<file path="src/rtl/ps2_host_tx_if.sv">
// Command-byte handshake, status and PS/2 line signals of the PS/2 host transmitter.
interface ps2_host_tx_if;
   logic [7:0] tx_data;
   logic       tx_valid;
   logic       tx_ready;
   logic       busy;
   logic       done;
   logic       ack_err;
   logic       timeout;
   logic       ps2_clk;
   logic       ps2_data;
   logic       ps2_clk_low;
   logic       ps2_data_low;

   modport master (
      output tx_data, tx_valid, ps2_clk, ps2_data,
      input  tx_ready, busy, done, ack_err, timeout, ps2_clk_low, ps2_data_low
   );

   modport slave (
      input  tx_data, tx_valid, ps2_clk, ps2_data,
      output tx_ready, busy, done, ack_err, timeout, ps2_clk_low, ps2_data_low
   );
endinterface

</file>
<file path="src/rtl/ps2_host_tx.sv">
// PS/2 host-to-device transmitter: inhibit and request-to-send, shift a byte with odd
// parity and stop bit on device clock falls, then check the device ACK.
module ps2_host_tx #(
   parameter int INHIBIT_CYCLES = 10000,
   parameter int REQ_CYCLES     = 200,
   parameter int TIMEOUT_CYCLES = 2000000
) (
   input  logic         clk,
   input  logic         rst_n,
   ps2_host_tx_if.slave bus
);
   localparam int PH_MAX = (INHIBIT_CYCLES > REQ_CYCLES) ? INHIBIT_CYCLES : REQ_CYCLES;
   localparam int PH_W   = $clog2(PH_MAX + 32'd1);
   localparam int TMO_W  = $clog2(TIMEOUT_CYCLES + 32'd1);
   localparam logic [PH_W-1:0]  INH_LAST = PH_W'(INHIBIT_CYCLES - 32'd1);
   localparam logic [PH_W-1:0]  REQ_LAST = PH_W'(REQ_CYCLES - 32'd1);
   localparam logic [TMO_W-1:0] TMO_LAST = TMO_W'(TIMEOUT_CYCLES - 32'd1);
   localparam logic [PH_W-1:0]  PH_ONE   = PH_W'(1'b1);
   localparam logic [TMO_W-1:0] TMO_ONE  = TMO_W'(1'b1);

   typedef enum logic [2:0] {
      S_IDLE     = 3'd0,
      S_INHIBIT  = 3'd1,
      S_REQ      = 3'd2,
      S_XFER     = 3'd3,
      S_ACK_CHK  = 3'd4,
      S_WAIT_REL = 3'd5,
      S_DONE     = 3'd6
   } state_e;

   function automatic logic odd_parity(input logic [7:0] d);
      return ~^d;
   endfunction

   state_e           state_q, state_d;
   logic [7:0]       sh_q, sh_d;
   logic             par_q, par_d;
   logic [3:0]       bitcnt_q, bitcnt_d;
   logic [PH_W-1:0]  ph_q, ph_d;
   logic [TMO_W-1:0] tmo_q, tmo_d;
   logic             ack_flag_q, ack_flag_d;
   logic             tmo_flag_q, tmo_flag_d;
   logic             clk_meta_q, clk_sync_q, clk_prev_q;
   logic             dat_meta_q, dat_sync_q;
   logic             clk_low_q, clk_low_d, data_low_q, data_low_d;
   logic             ready_q, ready_d, busy_q, busy_d;
   logic             done_q, done_d, ack_err_q, ack_err_d, timeout_q, timeout_d;
   logic             fall_s;

   assign fall_s = clk_prev_q & ~clk_sync_q;

   // Two-flop synchronizers plus one history flop for clock fall detection.
   always_ff @(posedge clk) begin
      if (!rst_n) begin
         clk_meta_q <= 1'b1;
         clk_sync_q <= 1'b1;
         clk_prev_q <= 1'b1;
         dat_meta_q <= 1'b1;
         dat_sync_q <= 1'b1;
      end else begin
         clk_meta_q <= bus.ps2_clk;
         clk_sync_q <= clk_meta_q;
         clk_prev_q <= clk_sync_q;
         dat_meta_q <= bus.ps2_data;
         dat_sync_q <= dat_meta_q;
      end
   end

   // Next state, datapath updates and next values of the registered outputs.
   always_comb begin
      state_d    = state_q;
      sh_d       = sh_q;
      par_d      = par_q;
      bitcnt_d   = bitcnt_q;
      ph_d       = ph_q;
      tmo_d      = tmo_q;
      ack_flag_d = ack_flag_q;
      tmo_flag_d = tmo_flag_q;
      data_low_d = data_low_q;
      case (state_q)
         S_IDLE: begin
            if (bus.tx_valid && ready_q) begin
               sh_d       = bus.tx_data;
               par_d      = odd_parity(bus.tx_data);
               bitcnt_d   = 4'd0;
               ph_d       = {PH_W{1'b0}};
               ack_flag_d = 1'b0;
               tmo_flag_d = 1'b0;
               state_d    = S_INHIBIT;
            end else begin
               state_d = S_IDLE;
            end
         end
         S_INHIBIT: begin
            if (ph_q == INH_LAST) begin
               ph_d    = {PH_W{1'b0}};
               state_d = S_REQ;
            end else begin
               ph_d = ph_q + PH_ONE;
            end
         end
         S_REQ: begin
            if (ph_q == REQ_LAST) begin
               ph_d    = {PH_W{1'b0}};
               tmo_d   = {TMO_W{1'b0}};
               state_d = S_XFER;
            end else begin
               ph_d = ph_q + PH_ONE;
            end
         end
         S_XFER: begin
            if (fall_s) begin
               tmo_d = {TMO_W{1'b0}};
               if (bitcnt_q == 4'd10) begin
                  state_d = S_ACK_CHK;
               end else begin
                  bitcnt_d = bitcnt_q + 4'd1;
                  if (bitcnt_q < 4'd8) begin
                     data_low_d = ~sh_q[bitcnt_q[2:0]];
                  end else if (bitcnt_q == 4'd8) begin
                     data_low_d = ~par_q;
                  end else begin
                     data_low_d = 1'b0;
                  end
               end
            end else if (tmo_q == TMO_LAST) begin
               tmo_flag_d = 1'b1;
               ack_flag_d = 1'b0;
               state_d    = S_DONE;
            end else begin
               tmo_d = tmo_q + TMO_ONE;
            end
         end
         S_ACK_CHK: begin
            ack_flag_d = dat_sync_q;
            state_d    = S_WAIT_REL;
         end
         S_WAIT_REL: begin
            if (clk_sync_q && dat_sync_q) begin
               state_d = S_DONE;
            end else if (fall_s) begin
               tmo_d = {TMO_W{1'b0}};
            end else if (tmo_q == TMO_LAST) begin
               tmo_flag_d = 1'b1;
               ack_flag_d = 1'b0;
               state_d    = S_DONE;
            end else begin
               tmo_d = tmo_q + TMO_ONE;
            end
         end
         S_DONE: begin
            state_d = S_IDLE;
         end
         default: begin
            state_d = S_IDLE;
         end
      endcase

      // Line drives follow the next state so they change on the same edge as the state.
      clk_low_d = (state_d == S_INHIBIT) || (state_d == S_REQ);
      if (state_d == S_REQ) begin
         data_low_d = 1'b1;
      end else if (state_d != S_XFER) begin
         data_low_d = 1'b0;
      end else begin
         data_low_d = data_low_d;
      end
      ready_d   = (state_d == S_IDLE);
      busy_d    = (state_d != S_IDLE);
      done_d    = (state_d == S_DONE);
      ack_err_d = done_d & ack_flag_d;
      timeout_d = done_d & tmo_flag_d;
   end

   // State, datapath and registered output flops.
   always_ff @(posedge clk) begin
      if (!rst_n) begin
         state_q    <= S_IDLE;
         sh_q       <= 8'h00;
         par_q      <= 1'b0;
         bitcnt_q   <= 4'd0;
         ph_q       <= {PH_W{1'b0}};
         tmo_q      <= {TMO_W{1'b0}};
         ack_flag_q <= 1'b0;
         tmo_flag_q <= 1'b0;
         clk_low_q  <= 1'b0;
         data_low_q <= 1'b0;
         ready_q    <= 1'b1;
         busy_q     <= 1'b0;
         done_q     <= 1'b0;
         ack_err_q  <= 1'b0;
         timeout_q  <= 1'b0;
      end else begin
         state_q    <= state_d;
         sh_q       <= sh_d;
         par_q      <= par_d;
         bitcnt_q   <= bitcnt_d;
         ph_q       <= ph_d;
         tmo_q      <= tmo_d;
         ack_flag_q <= ack_flag_d;
         tmo_flag_q <= tmo_flag_d;
         clk_low_q  <= clk_low_d;
         data_low_q <= data_low_d;
         ready_q    <= ready_d;
         busy_q     <= busy_d;
         done_q     <= done_d;
         ack_err_q  <= ack_err_d;
         timeout_q  <= timeout_d;
      end
   end

   assign bus.tx_ready     = ready_q;
   assign bus.busy         = busy_q;
   assign bus.done         = done_q;
   assign bus.ack_err      = ack_err_q;
   assign bus.timeout      = timeout_q;
   assign bus.ps2_clk_low  = clk_low_q;
   assign bus.ps2_data_low = data_low_q;
endmodule
</file>
<file path="src/flat_wrapper.sv">
// flat-port wrapper written by rule: the top's interface ports become plain ports
module ps2_host_tx_flat 
#(
   parameter int INHIBIT_CYCLES = 10000,
   parameter int REQ_CYCLES     = 200,
   parameter int TIMEOUT_CYCLES = 2000000
)
  (clk, rst_n, bus_tx_data, bus_tx_valid, bus_ps2_clk, bus_ps2_data, bus_tx_ready, bus_busy, bus_done, bus_ack_err, bus_timeout, bus_ps2_clk_low, bus_ps2_data_low);
  ps2_host_tx_if bus_i ();
  input  logic clk;
  input  logic rst_n;
  input wire logic [$bits(bus_i.tx_data)-1:0] bus_tx_data;
  input wire logic [$bits(bus_i.tx_valid)-1:0] bus_tx_valid;
  input wire logic [$bits(bus_i.ps2_clk)-1:0] bus_ps2_clk;
  input wire logic [$bits(bus_i.ps2_data)-1:0] bus_ps2_data;
  output wire logic [$bits(bus_i.tx_ready)-1:0] bus_tx_ready;
  output wire logic [$bits(bus_i.busy)-1:0] bus_busy;
  output wire logic [$bits(bus_i.done)-1:0] bus_done;
  output wire logic [$bits(bus_i.ack_err)-1:0] bus_ack_err;
  output wire logic [$bits(bus_i.timeout)-1:0] bus_timeout;
  output wire logic [$bits(bus_i.ps2_clk_low)-1:0] bus_ps2_clk_low;
  output wire logic [$bits(bus_i.ps2_data_low)-1:0] bus_ps2_data_low;
  assign bus_i.tx_data = bus_tx_data;
  assign bus_i.tx_valid = bus_tx_valid;
  assign bus_i.ps2_clk = bus_ps2_clk;
  assign bus_i.ps2_data = bus_ps2_data;
  assign bus_tx_ready = bus_i.tx_ready;
  assign bus_busy = bus_i.busy;
  assign bus_done = bus_i.done;
  assign bus_ack_err = bus_i.ack_err;
  assign bus_timeout = bus_i.timeout;
  assign bus_ps2_clk_low = bus_i.ps2_clk_low;
  assign bus_ps2_data_low = bus_i.ps2_data_low;
  ps2_host_tx #(.INHIBIT_CYCLES(INHIBIT_CYCLES), .REQ_CYCLES(REQ_CYCLES), .TIMEOUT_CYCLES(TIMEOUT_CYCLES)) u_core (.clk(clk), .rst_n(rst_n), .bus(bus_i));
endmodule
</file>
<file path="config.mk">
export PLATFORM = sky130hd
export DESIGN_NAME = ps2_host_tx_flat
export DESIGN_NICKNAME = d
export VERILOG_FILES = /design/src/rtl/ps2_host_tx_if.sv /design/src/rtl/ps2_host_tx.sv /design/src/flat_wrapper.sv
export SDC_FILE = /design/constraint.sdc
export NUM_CORES = 1
export LEC_CHECK = 0
export CAP_MARGIN = 20
export CORE_MARGIN = 5
export CORE_UTILIZATION = 54
export CTS_CLUSTER_DIAMETER = 100
export DETAILED_ROUTE_END_ITERATION = 8
export GPL_ROUTABILITY_DRIVEN = 0
export PLACE_DENSITY = 0.76
export SYNTH_ARGS = -nofsm -noshare
export SYNTH_HDL_FRONTEND = slang
export SYNTH_SLANG_ARGS = --single-unit
export TNS_END_PERCENT = 20
</file>
<file path="constraint.sdc">
create_clock -name clk -period 3.1 [get_ports clk]
set_input_delay 0.465 -clock clk [delete_from_list [all_inputs] [get_ports clk]]
set_output_delay 0.465 -clock clk [all_outputs]
set_load 0.005 [all_outputs]
</file>
==> metrics.cfg, run 1 <==
[clock_tree]
clockRootBuffer=clkbuf_8
cts_tree=built
cts_resized=0
clk_latency_ps=340
cts_buffers=9
cts_buffer_depth=2
clock-sinks=65
clk_pin_slew_ps=70
cts_hold_buf=0
cts_max_level=3
postCtsSetupBuffers=0

[sta]
max_freq_mhz=386
slew_headroom_pct=58.6
rsz0062_at_grt=no
drv_slew=0
tightest_slew_ps=620
hold_viol=0
fin_crit_ps=2590
tns_ps=0
setup_ws_ps=506
min_period_over_period_pct=83.7
setup_viol=0
skew_ps=13.5

[floorplanning]
die_w_microns=87.7
num_io_pins=20
rows=28
dieArea_sq_mm=0.00770
dieHeight_microns=87.7
core_sq_mm=0.00589
start_util_pct=55.4

[pwr]
pwr-share-seq_pct=50.5
p_leak_nw=1.33
vdd_drop_max_uv=277
sw_frac_of_total_pct=23.8
p_switching_mw=0.410
power_density_mw_per_mm2=461
p_int_mw=1.31
power_frac_clock_pct=41.4
power_frac_comb_pct=8.1

[cells_and_area]
drive_above_1_share_pct=7.73
area.growth.synth_to_final_pct=14.4
seq_area_sq_mm=0.00130
multi_input_area_sq_mm=0.00188
nets=426
fill_cells=504
num_antenna_cells=0

[routing]
antenna_left=0
routedWlPerCell_microns=14.1
wl_microns=6910
avgViaCountPerCell=5.60
num_vias=2738
drtIter0Drc=175
drcViolationCount=0
first_pass_iters=5

[worst_hold_path]
hp-class=flip-flop to flip-flop
hold_path_depth=1

[yosys]
synth_edf_count=0
netlist_instances=386
synth_cell_types=55
synth_nets=403
yosys_warnings=0
syn_avg_cell_area_sq_um=8.45
async_reset_ff_share_pct=0
synth_area_sq_mm=0.00326
yosysSeqAreaShare_pct=39.9
yosys_most_used_dff=dfxtp_1
ys_ff_latch=65

[placement]
dp_hpwl_microns=4990
pre_cts_slack_ps=523
io_buffer_count=19

[worst_setup_path]
cp_cell_sequence=or4_1 -> or3_1 -> o32a_1 -> buf_4 -> nor4_4 -> o211a_1 -> o21ai_1
path_class=flip-flop to flip-flop
cp_top_family=simple AND/OR/NAND/NOR gates
cp_num_buf_inv=1
required_ps=3330
crit_cells=7
path_max_fanout=10
start_kind=flip-flop
cp.arrival_ps=2820
rrSetupSlack_ps=510
slowest_stage=or4_1
slowest_delay_ps=520
crit_path_end_kind=flip-flop
r2r_cells=7

[global_routing]
grt_use_total_pct=19.4
grt_max_degree=21
grt_antenna_before_repair=0
overflow=0
first_global_vias=2645
grt_pass1_wl_microns=11900

[run]
cap_viol_max_count=0

[outcome]
outcome=completed

## state kept, by name, indices dropped and copies added, names as in the netlist
signal / count
u_core.dat_sync_q: 1
u_core.bus.timeout: 1
u_core.dat_meta_q: 1
u_core.ack_flag_q: 1
u_core.tmo_q: 21
u_core.bus.ack_err: 1
u_core.bus.ps2_clk_low: 1
u_core.clk_meta_q: 1
u_core.tmo_flag_q: 1
u_core.bus.ps2_data_low: 1
u_core.par_q: 1
u_core.sh_q: 8
u_core.bus.busy: 1
u_core.bus.tx_ready: 1
u_core.clk_sync_q: 1
u_core.clk_prev_q: 1
u_core.bitcnt_q: 4
u_core.bus.done: 1
u_core.ph_q: 14
u_core.state_q: 3
## power groups by stage
| stage | clock network (mW) | logic, mW | registers (mW) |
|---|---|---|---|
| after floorplan | 0 | 0.0934 | 0.882 |
| after global placement | 0 | 0.138 | 0.886 |
| after detailed placement | 0 | 0.139 | 0.888 |
| after CTS | 0.725 | 0.140 | 0.868 |
| after global routing | 0.765 | 0.155 | 0.871 |
| final | 0.713 | 0.139 | 0.869 |
## synthesized netlist by cell type, types with 2 or more instances
| library cell | number | area (sq um) |
|---|---|---|
| nor3b_1 | 2 | 15.0 |
| a21o_1 | 3 | 22.5 |
| xor2_1 | 12 | 105 |
| o21ai_1 | 6 | 30.0 |
| xnor2_1 | 23 | 201 |
| nand4_1 | 9 | 56.3 |
| buf_2 | 2 | 10.0 |
| o211a_1 | 2 | 20.0 |
| nor4_1 | 5 | 31.3 |
| nand2b_1 | 8 | 50.1 |
| mux4_2 | 2 | 45.0 |
| o21a_1 | 3 | 22.5 |
| a31oi_1 | 2 | 12.5 |
| or3_1 | 2 | 12.5 |
| a21boi_0 | 8 | 60.1 |
| a21oi_1 | 5 | 25.0 |
| and2_1 | 9 | 56.3 |
| nor2b_1 | 10 | 62.6 |
| nor2_1 | 47 | 176 |
| nor4_2 | 4 | 50.1 |
| a211oi_1 | 2 | 15.0 |
| a21boi_1 | 4 | 30.0 |
| nand2_1 | 54 | 203 |
| clkbuf_1 | 11 | 41.3 |
| inv_1 | 6 | 22.5 |
| dfxtp_1 | 65 | 1300 |
| o21ai_0 | 6 | 30.0 |
| ha_1 | 4 | 50.1 |
| nor3_1 | 11 | 55.1 |
| nand3_1 | 23 | 115 |
| o211ai_1 | 2 | 15.0 |
| or4_1 | 6 | 45.0 |
| and3_1 | 6 | 37.5 |
## worst register-to-register path, cell delays in order, from the launching register on
cell	delay, ps
dfxtp_1	350
or4_1	520
or3_1	450
o32a_1	360
buf_4	200
nor4_4	340
o211a_1	200
o21ai_1	60
## worst paths after layout
kind | from | endpoint
setup / recovery | u_core.ph_q[3] | u_core.tmo_q[11]
hold / removal | u_core.dat_meta_q | u_core.dat_sync_q
setup reg to reg | u_core.ph_q[3] | u_core.tmo_q[11]
hold reg to reg | u_core.dat_meta_q | u_core.dat_sync_q
## per-layer routing
| metal | wire (microns) | share of wire (%) | global-route usage (%) | up-vias |
|---|---|---|---|---|
| met5 | 0 | 0 | 0 | - |
| met4 | 85 | 1.2 | 8.51 | 0 |
| met2 | 3350 | 48 | 31.8 | 65 |
| met1 | 3210 | 46 | 24.9 | 1271 |
| li1 | - | - | - | 1393 |
| met3 | 272 | 3.9 | 3.39 | 9 |
## cell type report
| type | instances | area share, % |
|---|---|---|
| Multi-Input combinational cell | 301 | 50.3 |
| Sequential cell | 65 | 34.9 |
| Timing Repair Buffer | 26 | 6.50 |
| Clock buffer | 11 | 3.79 |
| Tap cell | 75 | 2.51 |
| Clock inverter | 5 | 1.47 |
| Inverter | 6 | 0.603 |
## cells by family after synthesis
family	after synthesis	share of synthesized area, %
AND/OR/NAND/NOR	207	33.3
AO/OA/AOI/OAI	52	11.6
flip-flops	65	39.9
XOR/XNOR	35	9.39
multiplexers	3	1.69
adder cells (fa/ha/maj)	4	1.53
buffers and inverters	20	2.61
## layout by cell type (no fill, tap or decap), types with 2 or more instances in the layout
master           count
dfxtp_1             65
nand2_1             54
nor2_1              47
nand3_1             23
xnor2_1             23
clkdlybuf4s50_1     19
xor2_1              12
nor3_1              11
nor2b_1             10
clkbuf_8            10
nand4_1              9
and2_1               9
nand2b_1             8
a21boi_0             8
buf_4                7
inv_1                6
or4_1                6
o21ai_1              6
and3_1               6
o21ai_0              6
a21oi_1              5
nor4_1               5
nor4_2               4
a21boi_1             4
ha_1                 4
o21a_1               3
a21o_1               3
or3_1                2
o211a_1              2
o211ai_1             2
a211oi_1             2
nor3b_1              2
mux4_2               2
a31oi_1              2
clkinvlp_4           2
clkinv_2             2
## metrics by stage
stage               cells  power, mW  utilization, %  hold slack, ps  area [sq um]
global route          489       1.79            63.4             476          3730
floorplan             386      0.975               -             386          3260
detailed placement    473       1.03            60.1             418          3540
finish                489       1.72            63.4             428          3730
CTS                   489       1.73            63.4             442          3730
global placement      473       1.02            60.1             415          3540
Note: power is estimated with default switching activity, not from simulation.
==> run 2, diff against run 1 <==
clock period = 2.5 ns   (was 3.1 ns; I/O delays follow)
==> metrics.cfg, run 2 (synthesis results as in run 1) <==
[outcome]
outcome=completed

[worst_setup_path]
crit_path_end_kind=flip-flop
path_max_fanout=5  ; -5
cp_cell_sequence=or4_1 -> or3_1 -> buf_4 -> o32ai_4 -> nand4_1 -> or4b_1 -> nand3_1
cp.arrival_ps=2710  ; -110 ps
start_kind=flip-flop
slowest_stage=or4b_1
path_class=flip-flop to flip-flop
r2r-start=u_core.ph_q[3]
worstSetupStartpoint=u_core.ph_q[3]
slowest_delay_ps=510  ; about the same
required_ps=2790  ; -540 ps

[sta]
rsz0062_at_grt=yes
min_period_over_period_pct=97.0  ; +13 points
tns_ps=0  ; unchanged
drv_slew=0  ; unchanged
hold_viol=0  ; unchanged
max_freq_mhz=412  ; +7.0%
slew_headroom_pct=63.3  ; +4.8 points
setup_viol=0  ; unchanged
fin_crit_ps=2430  ; -169 ps
holdWs_ps=411  ; -17.0 ps
skew_ps=13.0  ; -0.519 ps
setup_ws_ps=75.0  ; -431 ps
tightest_slew_ps=549  ; -71.8 ps

[floorplanning]
num_io_pins=20  ; unchanged
core_sq_mm=0.00589  ; unchanged
dieHeight_microns=87.7  ; unchanged
start_util_pct=55.4  ; unchanged
dieArea_sq_mm=0.00770  ; unchanged
rows=28  ; unchanged
die_w_microns=87.7  ; unchanged

[pwr]
pwr-share-seq_pct=50.7  ; +0.2 points
p_leak_nw=1.41  ; +6.1%
power_frac_clock_pct=40.7  ; -0.7 points
p_switching_mw=0.489  ; +19%
p_int_mw=1.63  ; +25%
power_density_mw_per_mm2=552  ; +20%
vdd_drop_max_uv=330  ; +19%
power_frac_comb_pct=8.6  ; +0.5 points
power.total_mw=2.12  ; +23%
sw_frac_of_total_pct=23.0  ; -0.79 points

[clock_tree]
clk_pin_slew_ps=70  ; about the same
cts_tree=built
cts_buffers=9  ; unchanged
cts_max_level=3  ; unchanged
clock-sinks=65  ; unchanged
clk_latency_ps=340  ; about the same
cts_hold_buf=0  ; unchanged
cts_buffer_depth=2  ; unchanged
postCtsSetupBuffers=0  ; unchanged
clockRootBuffer=clkbuf_8

[cells_and_area]
regMostFlops=u_core.tmo_q
final_cell_mix=dfxtp_1 (65), nand2_1 (54), nor2_1 (47), xnor2_1 (23), nand3_1 (22)
layoutNonFillerInstCount=503  ; +2.9%
drive_above_1_share_pct=11.2  ; +3.5 points
reg_top3=u_core.tmo_q: 21 flops, u_core.ph_q: 14 flops, u_core.sh_q: 8 flops
nets=440  ; +3.3%
final_common_cell=dfxtp_1
num_antenna_cells=0  ; unchanged
area.growth.synth_to_final_pct=17.9
largest_reg_flops=21  ; unchanged

[routing]
routedWlPerCell_microns=14.2  ; about the same
drtIter0Drc=171  ; -2.3%
first_pass_iters=4  ; -1
avgViaCountPerCell=5.51  ; -1.6%
num_vias=2772  ; +1.2%
wl_microns=7120  ; +3.0%
antenna_left=0  ; unchanged
drcViolationCount=0  ; unchanged

[global_routing]
grt_pass1_wl_microns=12600  ; +6.2%
grt_max_degree=35  ; +67%
grt_use_total_pct=20.6  ; +1.2 points
grt_antenna_before_repair=0  ; unchanged
overflow=0  ; unchanged
first_global_vias=2767  ; +4.6%

[placement]
dp_hpwl_microns=5220  ; +4.5%
dp_cells=487  ; +3.0%
io_buffer_count=19  ; unchanged
pre_cts_slack_ps=-34.8  ; -558 ps

[worst_hold_path]
hp-class=flip-flop to flip-flop
holdCritStartpoint=u_core.dat_meta_q

[run]
cap_viol_max_count=0  ; unchanged

-- run 2: cell types whose count changed in the layout (fill, tap and decap cells not counted) --
| cell | before | now |
|---|---|---|
| buf_4 | 7 | 21 |
| clkbuf_1 | 1 | 3 |
| clkinvlp_4 | 2 | 0 |
| a311oi_1 | 1 | 0 |
| a311oi_2 | 0 | 1 |
| nand3_1 | 23 | 22 |
| nand3_2 | 0 | 1 |
| o32a_1 | 1 | 0 |
| o32a_2 | 0 | 1 |
| or4_1 | 6 | 5 |
| or4_4 | 0 | 1 |
-- run 2: metrics by stage --
stage	area, sq um	utilization, %
floorplan	3260	-
global placement	3640	61.9
detailed placement	3640	61.9
CTS	3840	65.2
global route	3850	65.4
finish	3850	65.4
-- run 2: power groups by stage --
stage | registers, mW | clock network (mW) | logic [mW]
6_report | 1.08 | 0.864 | 0.183
3_3_place_gp | 1.10 | 0 | 0.177
3_5_place_dp | 1.10 | 0 | 0.180
2_1_floorplan | 1.09 | 0 | 0.116
4_1_cts | 1.08 | 0.879 | 0.183
5_1_grt | 1.08 | 0.937 | 0.202
-- run 2: per-layer routing --
layer  GRT usage, %  up-vias  share of wire, %
met3           5.17        5               4.0
met5              0        -                 0
met4           6.28        0              0.79
met1           26.5     1286                47
met2           34.1       53                48
li1               -     1428                 -
-- run 2: final cells by class --
| class | instances | area [sq um] |
|---|---|---|
| clock buffers | 13 | 149 |
| clock inverters | 3 | 40.0 |
| flip-flops and latches | 65 | 1300 |
| multi-input cells | 301 | 1890 |
| fillers | 487 | 2040 |
| well taps | 75 | 93.8 |
| inverters | 6 | 22.5 |
| repair buffers | 40 | 348 |
-- run 2: critical path, delay by kind of cell (launching register included) --
| kind | cells | cell delay (ps) |
|---|---|---|
| buffers and inverters | 1 | 170 |
| AOI/OAI and AO/OA | 1 | 230 |
| DFF | 1 | 310 |
| and+or+nand+nor | 5 | 1670 |
-- run 2: repair_timing --
item | in CTS | in global routing
resized for setup | 1 | 3
endpoints found under the hold margin | 0 | 0
pin swaps | 0 | 2
endpoints found under the setup margin | 2 | 18
-- run 2: path summary, 6_finish.rpt --
check / to / slack [ps] / cells past startpoint
max reg2reg: u_core.tmo_q[10] / 70 / 7
max: u_core.tmo_q[10] / 70 / 7
min reg2reg: u_core.dat_sync_q / 410 / 1
min: u_core.dat_sync_q / 410 / 1
==> run 3, diff against run 2 <==
CORE_ASPECT_RATIO = 1.5   (was unset)
==> metrics.cfg, run 3 (synthesis results as in run 1) <==
[outcome]
outcome=completed

[sta]
drv_slew=0  ; unchanged
min_period_over_period_pct=95.5  ; -1.5 points
tns_ps=0  ; unchanged
slew_headroom_pct=65.1  ; +1.7 points
max_freq_mhz=419  ; +1.5%
hold_viol=0  ; unchanged
fin_crit_ps=2390  ; -36.3 ps
holdWs_ps=416  ; +5.70 ps
setup_ws_ps=111  ; +36.3 ps
setup_viol=0  ; unchanged
rsz0062_at_grt=yes
skew_ps=8.14  ; -4.88 ps
tightest_slew_ps=520  ; -28.4 ps

[global_routing]
grt_antenna_before_repair=0  ; unchanged
grt_use_total_pct=19.0  ; -1.6 points
grt_max_degree=31  ; -11%
first_global_vias=2840  ; +2.6%
globalRouteMet1Util_pct=20.8  ; -5.6 points
met3_usage_pct=2.98  ; -2.2 points
overflow=0  ; unchanged
grt_pass1_wl_microns=11900  ; -5.9%
grt_use_met2_pct=33.4  ; -0.73 points
grt.busiest_layer=met2

[clock_tree]
clockRootBuffer=clkbuf_8
cts_hold_buf=0  ; unchanged
cts_tree=built
clock-sinks=65  ; unchanged
postCtsSetupBuffers=0  ; unchanged
cts_buffers=9  ; unchanged
cts_buffer_depth=2  ; unchanged
cts_max_level=3  ; unchanged
clk_pin_slew_ps=60  ; about the same
clk_latency_ps=340  ; about the same

[floorplanning]
die_w_microns=73.5  ; -16%
rows=34  ; +21%
core_sq_mm=0.00583  ; -0.98%
dieHeight_microns=105  ; +20%
dieArea_sq_mm=0.00773  ; +0.42%
num_io_pins=20  ; unchanged
start_util_pct=56.0  ; +0.55 points

[worst_setup_path]
cp.arrival_ps=2630  ; -80 ps
crit_path_end_kind=flip-flop
cp_cell_sequence=or4_1 -> or4_4 -> a32o_1 -> a311oi_2 -> nand3_1 -> and4_1
path_max_fanout=3  ; -2
cp_num_buf_inv=0  ; -1
path_class=flip-flop to flip-flop
cp_top_family=simple AND/OR/NAND/NOR gates
slowest_stage=or4_4
required_ps=2740  ; -50 ps
start_kind=flip-flop
slowest_delay_ps=550  ; +40 ps

[routing]
routedWlPerCell_microns=13.9  ; -1.7%
first_pass_iters=4  ; unchanged
avgViaCountPerCell=5.62  ; +2.0%
antenna_left=0  ; unchanged
drcViolationCount=0  ; unchanged
num_vias=2805  ; +1.2%
wl_microns=6940  ; -2.5%
drtIter0Drc=73  ; -57%

[cells_and_area]
final_common_cell=dfxtp_1
area.growth.synth_to_final_pct=17.8
fin_area_sq_mm=0.00384  ; -0.13%
regMostFlops=u_core.tmo_q
drive_above_1_share_pct=11.2  ; +0.026 points
largest_reg_flops=21  ; unchanged
reg_top3=u_core.tmo_q: 21 flops, u_core.ph_q: 14 flops, u_core.sh_q: 8 flops
final_cell_mix=dfxtp_1 (65), nand2_1 (54), nor2_1 (47), nand3_1 (23), xnor2_1 (23)
nets=440  ; unchanged
num_antenna_cells=0  ; unchanged

[pwr]
power_density_mw_per_mm2=537  ; -2.6%
p_leak_nw=1.40  ; -0.53%
power.total_mw=2.07  ; -2.7%
vdd_drop_max_uv=406  ; +23%

[run]
cap_viol_max_count=0  ; unchanged

[placement]
pre_cts_slack_ps=-1.76  ; +33.0 ps
dp_hpwl_microns=5070  ; -2.9%
io_buffer_count=19  ; unchanged
place_area_sq_mm=0.00364  ; -0.10%

[worst_hold_path]
hp-class=flip-flop to flip-flop

run 3: per-layer routing:
metal  share of wire [%]  vias to the layer above
met3                 3.0                       14
met2                  52                       44
met1                  43                     1327
met5                   0                        -
met4                 2.5                        0
li1                    -                     1420
run 3: final timing paths:
| check | startpoint | end | slack [ps] | depth (start not counted) |
|---|---|---|---|---|
| hold / removal | u_core.dat_meta_q | u_core.dat_sync_q | 420 | 1 |
| setup reg to reg | u_core.ph_q[4] | u_core.bus.ps2_clk_low | 110 | 6 |
| hold reg to reg | u_core.dat_meta_q | u_core.dat_sync_q | 420 | 1 |
| setup / recovery | u_core.ph_q[4] | u_core.bus.ps2_clk_low | 110 | 6 |
run 3: worst register-to-register path: cells and delay by family (launching register included):
family / cells / cell delay (ps)
simple gates: 4 / 1460
compound gates: 2 / 520
flops: 1 / 310
run 3: where the power goes:
part	switching [mW]	internal (mW)
Clock	0.372	0.434
Sequential	0.0171	1.06
Combinational	0.0936	0.0888
Total	0.482	1.58
run 3: timing repair:
| item | in CTS | in global routing |
|---|---|---|
| setup endpoints to repair | 2 | 4 |
| gates resized for setup | 2 | 2 |
| pin swaps | 0 | 2 |
| cloned | 0 | 0 |
run 3: area by class of cell:
cell class              instances  area [sq um]
inverters                       6          22.5
multi-input cells             301          1900
fillers                       503          1990
flip-flops and latches         65          1300
well taps                      72          90.1
clock buffers                  13           169
repair buffers                 40           348
clock inverters                 2          12.5
run 3: metrics by stage:
step | util, % | cells
6_report | 65.9 | 499
5_1_grt | 65.9 | 499
4_1_cts | 65.7 | 499
3_5_place_dp | 62.4 | 484
3_3_place_gp | 62.4 | 484
2_1_floorplan | - | 386
